### src/rtl/mdio_pkg.sv
// Shared MDIO frame definitions: FSM states, frame field codes and header layout.
package mdio_pkg;

  localparam int unsigned FRAME_BITS = 32;
  localparam int unsigned HDR_BITS   = 14;
  localparam int unsigned DATA_BITS  = 16;
  localparam int unsigned ADDR_BITS  = 5;
  localparam int unsigned CNT_BITS   = 6;

  // Bit indices (0-based rise count) where frame decisions are taken
  localparam int unsigned ST_LAST_BIT  = 1;
  localparam int unsigned OP_LAST_BIT  = 3;
  localparam int unsigned HDR_LAST_BIT = HDR_BITS - 1;
  localparam int unsigned TA_LAST_BIT  = 15;
  localparam int unsigned LAST_BIT     = FRAME_BITS - 1;

  localparam logic [1:0] ST_CODE  = 2'b01;
  localparam logic [1:0] OP_WRITE = 2'b01;
  localparam logic [1:0] OP_READ  = 2'b10;
  localparam logic [1:0] TA_WRITE = 2'b10;

  typedef enum logic [2:0] {
    IDLE,
    HEADER,
    TA,
    WRITE_DATA,
    READ_DATA,
    DISCARD
  } mdio_state_e;

  // Clause-22 header as it sits in the shift register, MSB first
  typedef struct packed {
    logic [1:0]           st;
    logic [1:0]           op;
    logic [ADDR_BITS-1:0] phyad;
    logic [ADDR_BITS-1:0] regad;
  } mdio_hdr_t;

  // Only write and read opcodes are supported
  function automatic logic op_supported(input logic [1:0] op);
    return (op == OP_WRITE) || (op == OP_READ);
  endfunction

endpackage

### src/rtl/mdio_peripheral_if.sv
// MDIO management bus between controller (master) and PHY-side responder (slave).
interface mdio_peripheral_if;

  logic MDC;
  logic MDIO_OUT;
  logic MDIO_OE;
  logic MDIO_IN;
  logic MDIO_IN_OE;

  modport master (
    output MDC,
    output MDIO_OUT,
    output MDIO_OE,
    input  MDIO_IN,
    input  MDIO_IN_OE
  );

  modport slave (
    input  MDC,
    input  MDIO_OUT,
    input  MDIO_OE,
    output MDIO_IN,
    output MDIO_IN_OE
  );

endinterface

### src/rtl/mdc_edge_detect.sv
// Registers MDC in the clk domain and flags its rising and falling edges.
module mdc_edge_detect (
  input  logic clk,
  input  logic reset,
  input  logic mdc,
  output logic rise_c,
  output logic fall_c
);

  logic mdc_q;

  // Previous MDC value
  always_ff @(posedge clk) begin
    if (reset) mdc_q <= 1'b0;
    else       mdc_q <= mdc;
  end

  assign rise_c = mdc & ~mdc_q;
  assign fall_c = ~mdc & mdc_q;

endmodule

### src/rtl/mdio_peripheral.sv
// PHY-side MDIO responder: decodes Clause-22 frames, strobes the local
// register file and shifts read data back to the controller.
module mdio_peripheral
  import mdio_pkg::*;
#(
  parameter logic [ADDR_BITS-1:0] PHY_ADDR = 5'h18
) (
  input  logic                 clk,
  input  logic                 reset,
  mdio_peripheral_if.slave     mdio,
  output logic [ADDR_BITS-1:0] ADDR,
  output logic [DATA_BITS-1:0] WR_DATA,
  output logic                 WR_STB,
  output logic                 RD_REQ,
  input  logic [DATA_BITS-1:0] RD_DATA,
  output logic                 FRAME_ERR
);

  logic rise_c;
  logic fall_c;

  mdio_state_e          state;
  logic [CNT_BITS-1:0]  bit_cnt;
  logic [CNT_BITS-1:0]  cnt_inc;
  // The newest header/data bit comes straight from the line, so only the
  // older bits need storage.
  logic [HDR_BITS-2:0]  hdr;
  logic [HDR_BITS-1:0]  hdr_next;
  mdio_hdr_t            hdr_f;
  logic [DATA_BITS-2:0] rx;
  logic [DATA_BITS-1:0] rx_next;
  logic [DATA_BITS-1:0] tx;
  logic [3:0]           tx_idx;
  logic                 is_read;
  logic                 rd_pend;
  logic                 mdio_in_q;
  logic                 mdio_in_oe_q;

  mdc_edge_detect u_edge (
    .clk    (clk),
    .reset  (reset),
    .mdc    (mdio.MDC),
    .rise_c (rise_c),
    .fall_c (fall_c)
  );

  // Shift candidates, saturating bit count and read-data bit selection
  always_comb begin
    cnt_inc  = (bit_cnt == CNT_BITS'(FRAME_BITS)) ? bit_cnt : bit_cnt + CNT_BITS'(1);
    hdr_next = {hdr, mdio.MDIO_OUT};
    hdr_f    = mdio_hdr_t'(hdr_next);
    rx_next  = {rx, mdio.MDIO_OUT};
    tx_idx   = 4'(5'(LAST_BIT) - bit_cnt[4:0]);
  end

  assign mdio.MDIO_IN    = mdio_in_q;
  assign mdio.MDIO_IN_OE = mdio_in_oe_q;

  // Frame FSM with registered strobes and MDIO_IN drive
  always_ff @(posedge clk) begin
    if (reset) begin
      state        <= IDLE;
      bit_cnt      <= '0;
      hdr          <= '0;
      rx           <= '0;
      tx           <= '0;
      is_read      <= 1'b0;
      rd_pend      <= 1'b0;
      mdio_in_q    <= 1'b0;
      mdio_in_oe_q <= 1'b0;
      ADDR         <= '0;
      WR_DATA      <= '0;
      WR_STB       <= 1'b0;
      RD_REQ       <= 1'b0;
      FRAME_ERR    <= 1'b0;
    end else begin
      WR_STB    <= 1'b0;
      RD_REQ    <= 1'b0;
      FRAME_ERR <= 1'b0;

      // Register file answers one clk after RD_REQ
      rd_pend <= RD_REQ;
      if (rd_pend) tx <= RD_DATA;

      unique case (state)
        IDLE: begin
          if (rise_c && mdio.MDIO_OE) begin
            hdr     <= hdr_next[HDR_BITS-2:0];
            bit_cnt <= CNT_BITS'(1);
            state   <= HEADER;
          end
        end

        HEADER: begin
          if (rise_c) begin
            hdr     <= hdr_next[HDR_BITS-2:0];
            bit_cnt <= cnt_inc;
            if (bit_cnt == CNT_BITS'(ST_LAST_BIT)) begin
              if (hdr_next[1:0] != ST_CODE) begin
                state     <= DISCARD;
                FRAME_ERR <= 1'b1;
              end
            end else if (bit_cnt == CNT_BITS'(OP_LAST_BIT)) begin
              if (!op_supported(hdr_next[1:0])) begin
                state     <= DISCARD;
                FRAME_ERR <= 1'b1;
              end
              is_read <= (hdr_next[1:0] == OP_READ);
            end else if (bit_cnt == CNT_BITS'(HDR_LAST_BIT)) begin
              if ((hdr_f.phyad != PHY_ADDR) || (hdr_f.st != ST_CODE)) begin
                state     <= DISCARD;
                FRAME_ERR <= 1'b1;
              end else begin
                ADDR   <= hdr_f.regad;
                RD_REQ <= (hdr_f.op == OP_READ);
                state  <= TA;
              end
            end
          end
        end

        TA: begin
          if (rise_c) begin
            rx      <= rx_next[DATA_BITS-2:0];
            bit_cnt <= cnt_inc;
            if (bit_cnt == CNT_BITS'(TA_LAST_BIT)) begin
              if (is_read) begin
                state <= READ_DATA;
              end else if (rx_next[1:0] == TA_WRITE) begin
                state <= WRITE_DATA;
              end else begin
                state     <= DISCARD;
                FRAME_ERR <= 1'b1;
              end
            end
          end else if (fall_c && is_read && (bit_cnt == CNT_BITS'(TA_LAST_BIT))) begin
            // Second TA bit: take the line and hold it low
            mdio_in_oe_q <= 1'b1;
            mdio_in_q    <= 1'b0;
          end
        end

        WRITE_DATA: begin
          if (rise_c) begin
            rx <= rx_next[DATA_BITS-2:0];
            if (bit_cnt == CNT_BITS'(LAST_BIT)) begin
              WR_DATA <= rx_next;
              WR_STB  <= 1'b1;
              bit_cnt <= '0;
              state   <= IDLE;
            end else begin
              bit_cnt <= cnt_inc;
            end
          end
        end

        READ_DATA: begin
          if (rise_c) begin
            bit_cnt <= cnt_inc;
          end else if (fall_c) begin
            if (bit_cnt == CNT_BITS'(FRAME_BITS)) begin
              mdio_in_oe_q <= 1'b0;
              mdio_in_q    <= 1'b0;
              bit_cnt      <= '0;
              state        <= IDLE;
            end else if (bit_cnt > CNT_BITS'(TA_LAST_BIT)) begin
              mdio_in_q <= tx[tx_idx];
            end
          end
        end

        DISCARD: begin
          if (rise_c) begin
            if (!mdio.MDIO_OE || (bit_cnt == CNT_BITS'(LAST_BIT))) begin
              bit_cnt <= '0;
              state   <= IDLE;
            end else begin
              bit_cnt <= cnt_inc;
            end
          end
        end

        default: begin
          bit_cnt <= '0;
          state   <= IDLE;
        end
      endcase
    end
  end

endmodule
### src/flat_wrapper.sv
// flat-port wrapper written by rule: the top's interface ports become plain ports
module mdio_peripheral_flat import mdio_pkg::*;
#(
  parameter logic [ADDR_BITS-1:0] PHY_ADDR = 5'h18
)
  (clk, reset, ADDR, WR_DATA, WR_STB, RD_REQ, RD_DATA, FRAME_ERR, mdio_MDC, mdio_MDIO_OUT, mdio_MDIO_OE, mdio_MDIO_IN, mdio_MDIO_IN_OE);
  mdio_peripheral_if mdio_i ();
  input  logic clk;
  input  logic reset;
  output logic [ADDR_BITS-1:0] ADDR;
  output logic [DATA_BITS-1:0] WR_DATA;
  output logic WR_STB;
  output logic RD_REQ;
  input  logic [DATA_BITS-1:0] RD_DATA;
  output logic FRAME_ERR;
  input wire logic [$bits(mdio_i.MDC)-1:0] mdio_MDC;
  input wire logic [$bits(mdio_i.MDIO_OUT)-1:0] mdio_MDIO_OUT;
  input wire logic [$bits(mdio_i.MDIO_OE)-1:0] mdio_MDIO_OE;
  output wire logic [$bits(mdio_i.MDIO_IN)-1:0] mdio_MDIO_IN;
  output wire logic [$bits(mdio_i.MDIO_IN_OE)-1:0] mdio_MDIO_IN_OE;
  assign mdio_i.MDC = mdio_MDC;
  assign mdio_i.MDIO_OUT = mdio_MDIO_OUT;
  assign mdio_i.MDIO_OE = mdio_MDIO_OE;
  assign mdio_MDIO_IN = mdio_i.MDIO_IN;
  assign mdio_MDIO_IN_OE = mdio_i.MDIO_IN_OE;
  mdio_peripheral #(.PHY_ADDR(PHY_ADDR)) u_core (.clk(clk), .reset(reset), .mdio(mdio_i), .ADDR(ADDR), .WR_DATA(WR_DATA), .WR_STB(WR_STB), .RD_REQ(RD_REQ), .RD_DATA(RD_DATA), .FRAME_ERR(FRAME_ERR));
endmodule
### config.mk
export PLATFORM = sky130hd
export DESIGN_NAME = mdio_peripheral_flat
export DESIGN_NICKNAME = d
export VERILOG_FILES = /design/src/rtl/mdio_pkg.sv /design/src/rtl/mdio_peripheral_if.sv /design/src/rtl/mdc_edge_detect.sv /design/src/rtl/mdio_peripheral.sv /design/src/flat_wrapper.sv
export SDC_FILE = /design/constraint.sdc
export NUM_CORES = 1
export LEC_CHECK = 0
export CORE_AREA = 2 2 105 148
export DETAILED_ROUTE_END_ITERATION = 12
export DIE_AREA = 0 0 107 150
export PLACE_DENSITY = 0.47
export SETUP_SLACK_MARGIN = 0.5
export SLEW_MARGIN = 20
export SYNTH_ARGS = -nofsm -noshare
export SYNTH_HDL_FRONTEND = slang
export SYNTH_SLANG_ARGS = --single-unit
### constraint.sdc
create_clock -name clk -period 6.6 [get_ports clk]
set_input_delay 1.98 -clock clk [delete_from_list [all_inputs] [get_ports clk]]
set_output_delay 1.98 -clock clk [all_outputs]
set_load 0.02 [all_outputs]
**Yosys cells after proc, flatten, opt, wreduce, memory -nomap -nowiden**

Cells that the tools add are included.
W data, S select, Z words.

- Flip-flop bits (word level): 82
- Bits of input ports: 21
- Output and inout bits: 26
- Logic and storage cells: 153

- Add/subtract/negate cells: 2
- Order comparisons: 2
- Eq/ne operators: 38
- Muxes and demuxes: 62
- Bitwise gates (word level): 11
- Reduce and logical (&&, ||, !) cells: 23

Operator list:

| kind | number |
|---|---|
| $mux W6 | 10 |
| $mux W3 | 19 |
| $pmux W6 S5 | 1 |
| $ne A2 B1 Y1 const B | 14 |
| $mux W13 | 2 |
| $pmux W13 S2 | 1 |
| $mux W1 | 24 |
| $reduce_and A6 Y1 | 4 |
| $pmux W3 S6 | 1 |
| $reduce_and A14 Y1 | 1 |
| $eq A6 B4 Y1 const B | 2 |
| $ne A3 B1 Y1 const B | 3 |
| $not A1 Y1 | 9 |
| $reduce_or A7 Y1 | 1 |
| $add A6 B1 Y6 const B | 1 |
| $eq A2 B2 Y1 const B | 3 |
| $eq A3 B2 Y1 const B | 2 |
| $eq A3 B3 Y1 const B | 2 |
| $eq A6 B1 Y1 const B | 1 |
| $eq A6 B2 Y1 const B | 1 |
| $eq A6 B5 Y1 const B | 1 |
| $eq A6 B6 Y1 const B | 1 |
| $gt A6 B4 Y1 const B | 1 |
| $pmux W1 S2 | 3 |
| 21 further kinds | 30 |

**Logic depth before layout (Yosys ltp)**

- Depth in word-level cells: 8
- Gate-level depth with buffers: 9
- Mapped depth without buffers: 8

**Hierarchy**

Synthesis repeated with hierarchy kept, for this count alone.

- Cell total of the unflattened synthesis: 396
- Area total of the unflattened synthesis: 3601.0 um2

Modules (own cells, without submodules):

| module | instances | cells each | area an instance (um2) | sequential area each (um2) |
|---|---|---|---|---|
| mdio_peripheral | 1 | 392 | 3562.2 | 1621.6 |
| mdc_edge_detect | 1 | 4 | 38.8 | 20.0 |

**Worst setup path after synthesis**

OpenSTA, ideal clock, no wires.

- Kind: in2reg
- Start: input port mdio_MDC
- End: register u_core.WR_DATA[10]
- Setup time: 0.132 ns
- Data arrival time: 3.212 ns
- Data required time: 6.468 ns
- Path slack: 3.256 ns
- Stages: 7
- Buffers on the path: 2
- Path through: nor2b_1 -> nand2_1 -> or2_2 -> clkbuf_1 -> clkbuf_1 -> nand2_1 -> a21oi_1

- Word-level cells in the longest chain between the ends: 2

RTL lines:

| what | line | source |
|---|---|---|
| start, declared | flat_wrapper.sv:16 | `input wire logic [$bits(mdio_i.MDC)-1:0] mdio_MDC;` |
| $and A1 B1 Y1 | mdc_edge_detect.sv:18 | `assign rise_c = mdc & ~mdc_q;` |
| $reduce_and A3 Y1 (no line) | -- |  |
| end signal, assigned | mdio_peripheral.sv:147 | `WR_DATA <= rx_next;` |
| end, declared | mdio_peripheral.sv:12 | `output logic [DATA_BITS-1:0] WR_DATA,` |

No other way between the ends.
A chain may end at the register's enable or synchronous reset.

**Worst setup path after layout**

- Start: input port mdio_MDC
- End: register u_core.WR_DATA[15]

The elaborated chain is that of the path after synthesis.

==> results.py <==
metrics = {
    "synth": {
        "synth_warnings": 0,
        "syn_avg_cell_area_um2": 8.69,
        "yosysMostFrequentCell": "dfxtp_1",
        "syn_inst": 416,
        "ys_types": 54,
        "synthTopCellsByArea": "dfxtp_1 45%, mux2i_1 10%, nand2_1 7.4%",
        "yosysSeqAreaShare": 0.454,
        "synth-main-ff-cell": "dfxtp_1",
        "syn_area_um2": 3610,
        "synthTopCellsByCount": "82 x dfxtp_1, 71 x nand2_1, 61 x nor2_1",
        "synth_seq_cells": 82,
        "synth_top_area_frac": 0.454,
        "synth.largest_area_cell": "dfxtp_1",
        "synthArstFlopShare": 0,
        "synth_edf_count": 0,
        "syn_nets": 442,
    },
    "place": {
        "dp_slack_ns": 2.00,
        "port_buffers": 46,
        "dpl.hpwl_mm": 5.74,
        "dp.cells": 630,
        "place_congestion": 0.823,
    },
    "sta": {
        "setup_ws_ns": 2.67,
        "fmax_ghz": 0.255,
        "rsz0062_at_grt": "no",
        "max_slew_margin": 0.392,
        "hold_viol": 0,
        "tightest_slew_ns": 0.905,
        "fin_skew_ns": 0.00702,
        "finalCritPeriodShare": 0.595,
        "setup_violations": 0,
        "min_period_ns": 3.93,
        "setup-tns-final_ns": 0,
        "drv_slew": 0,
    },
    "min_path": {
        "hold_path.class": "flop to flop",
        "holdPathEnd": "u_core.WR_DATA[7]",
        "worstHoldStart": "u_core.WR_DATA[7]",
        "worstHoldPathCells": 2,
    },
    "global_route": {
        "overflow": 0,
        "grt_use_met1": 0.124,
        "antenna_found_initial": 0,
        "met3_usage": 0.0253,
        "grtUsageMet2": 0.180,
        "grt_busiest_layer": "met2",
        "grt_pass1_wl_mm": 13.5,
        "grt_max_degree": 47,
        "grt_pass1_vias": 2810,
        "track_usage": 0.106,
    },
    "setup_path": {
        "worst_ep_arrival_time_ns": 4.19,
        "critical_path_class": "input port to flop",
        "critical_path.max_fanout": 17,
        "required_ns": 6.86,
        "startpoint_type": "input port",
        "worstReg2RegEnd": "u_core.ADDR[0]",
        "rr_startpoint": "u_core.bit_cnt[1]",
        "rr_worst_depth": 7,
        "reg2reg_slack_ns": 3.97,
        "endpoint_kind": "flop",
    },
    "clock_network": {
        "htree_levels": 3,
        "cts_tree": "built",
        "clock-sinks": 82,
        "post_cts_resized": 0,
        "clk_latency_ns": 0.33,
        "cts_buffers": 9,
        "clockBufferDepth": 2,
        "clk_pin_slew_ns": 0.06,
        "clockRootBuffer": "clkbuf_16",
        "post-cts-setup-buffers": 0,
        "hold_buffers": 0,
    },
    "layout": {
        "layout.cells.non_filler": 646,
        "ff_latch_area_um2": 1640,
        "fillers": 1562,
        "fin_nets": 475,
        "multiInputGateArea_um2": 1820,
        "area_growth_pct": 24.8,
        "drive_above_1_share": 0.0639,
        "antenna_cells": 0,
    },
    "floorplan": {
        "core_um2": 14800,
        "io-pin-count": 47,
        "die_w_um": 107,
        "rows": 53,
        "die_area_um2": 16100,
        "start_util": 0.244,
        "die_h_um": 150,
    },
    "power_and_ir_drop": {
        "cellLeakagePower_nw": 1.48,
        "p_comb_frac": 0.167,
        "peakVddDrop_mv": 0.105,
        "power.total_mw": 1.25,
        "switchingPower_uw": 343,
        "seq_power_share": 0.434,
        "power_density_nw_per_um2": 277,
        "intPower_uw": 908,
        "clkPwrFrac": 0.398,
        "switching_share": 0.274,
    },
    "outcome": {
        "outcome": "finished clean",
    },
    "route": {
        "via_per_inst": 4.52,
        "wl_per_cell_um": 12.5,
        "drtIter0Drc": 129,
        "num_vias": 2922,
        "drc": 0,
        "drt-total-wl_mm": 8.05,
        "dr.pass1.iters": 4,
        "drtAntennaViolNets": 0,
    },
    "run": {
        "maxCapViolCount": 0,
    },
}
-- placed cells by master (no fill, tap or decap), types with 2 or more instances in the layout --
cell type        instances
nand2_1                 71
nand2b_1                 2
clkbuf_1                 3
and3b_1                  2
and3_1                   3
a31oi_1                  2
a21oi_1                 44
or3_1                    2
buf_4                    2
mux4_2                   4
nand3_1                  5
dfxtp_1                 82
a41oi_1                  2
mux2i_1                 36
clkdlybuf4s50_1         45
o211ai_1                 2
nor2_1                  60
clkbuf_16                9
nor2b_1                  8
o21ai_0                  8
clkbuf_8                 2
nand3b_1                 4
inv_1                    9
ha_1                     5
nor3_1                   7
nand4b_1                 2
-- kinds of logic (layout without fill, tap and decap cells) --
kind of cell / Yosys count / after routing / synth area share
DFF: 82 / 82 / 0.454
buffers and inverters: 35 / 73 / 0.0419
muxes: 41 / 41 / 0.132
adders and majority gates: 5 / 5 / 0.0173
AOI/OAI and AO/OA: 76 / 76 / 0.133
xor gates and xnor gates: 1 / 1 / 0.00242
and+or+nand+nor: 176 / 176 / 0.219
-- power by group through the flow --
stage                     Clock, mW  Sequential [mW]  Combinational, mW
after floorplan                   0            0.522              0.191
after global placement            0            0.553              0.211
after detailed placement          0            0.553              0.211
after CTS                     0.518            0.543              0.212
after global routing          0.538            0.547              0.237
final                         0.498            0.543              0.209
-- per-stage QoR --
stage | area [µm²] | hold slack (ns) | util
after floorplan | 3610 | 0.432 | -
after global placement | 4210 | 0.445 | 0.284
after detailed placement | 4210 | 0.449 | 0.284
after CTS | 4510 | 0.457 | 0.305
after global routing | 4510 | 0.472 | 0.305
final | 4510 | 0.454 | 0.305
-- worst max-delay path, cell delays in order --
cell,delay (ns)
clkdlybuf4s50_1,0.51
nor2b_1,0.34
nand2_1,0.42
nor2_2,0.65
nand2_1,0.15
a21oi_1,0.13
-- how the worst max path moves through the flow --
stage                        start                  to  slack, ns  cells past startpoint
after floorplan           mdio_MDC  u_core.WR_DATA[10]       3.26                      7
after global placement    mdio_MDC  u_core.WR_DATA[14]       2.18                      6
after detailed placement  mdio_MDC  u_core.WR_DATA[15]       2.00                      6
after CTS                 mdio_MDC  u_core.WR_DATA[15]       2.36                      6
after global routing      mdio_MDC  u_core.WR_DATA[14]       2.41                      6
final                     mdio_MDC  u_core.WR_DATA[15]       2.67                      6
-- layout make-up --
type	count	share of cell area
inverter	9	0.00749
clock buffer	14	0.0586
clock inverter	2	0.00777
timing repair buffer	48	0.104
sequential	82	0.364
multi-input combinational	299	0.404
tap	192	0.0533
-- routing by layer --
layer	vias to the layer above	part of all wire
met1	1360	0.44
met3	7	0.042
met2	56	0.50
met5	-	0
met4	0	0.012
li1	1499	-
-- sequential cells by signal, summed over array words and instances (netlist names) --
register	cells
u_core.is_read	1
u_core.WR_DATA	16
u_core.tx	16
u_core.rd_pend	1
u_core.rx	15
u_core.WR_STB	1
u_core.bit_cnt	6
u_core.mdio.MDIO_IN_OE	1
u_core.RD_REQ	1
u_core.ADDR	5
u_core.hdr	13
u_core.FRAME_ERR	1
u_core.state	3
u_core.u_edge.mdc_q	1
u_core.mdio.MDIO_IN	1
Note: power is estimated with default switching activity, not from simulation.
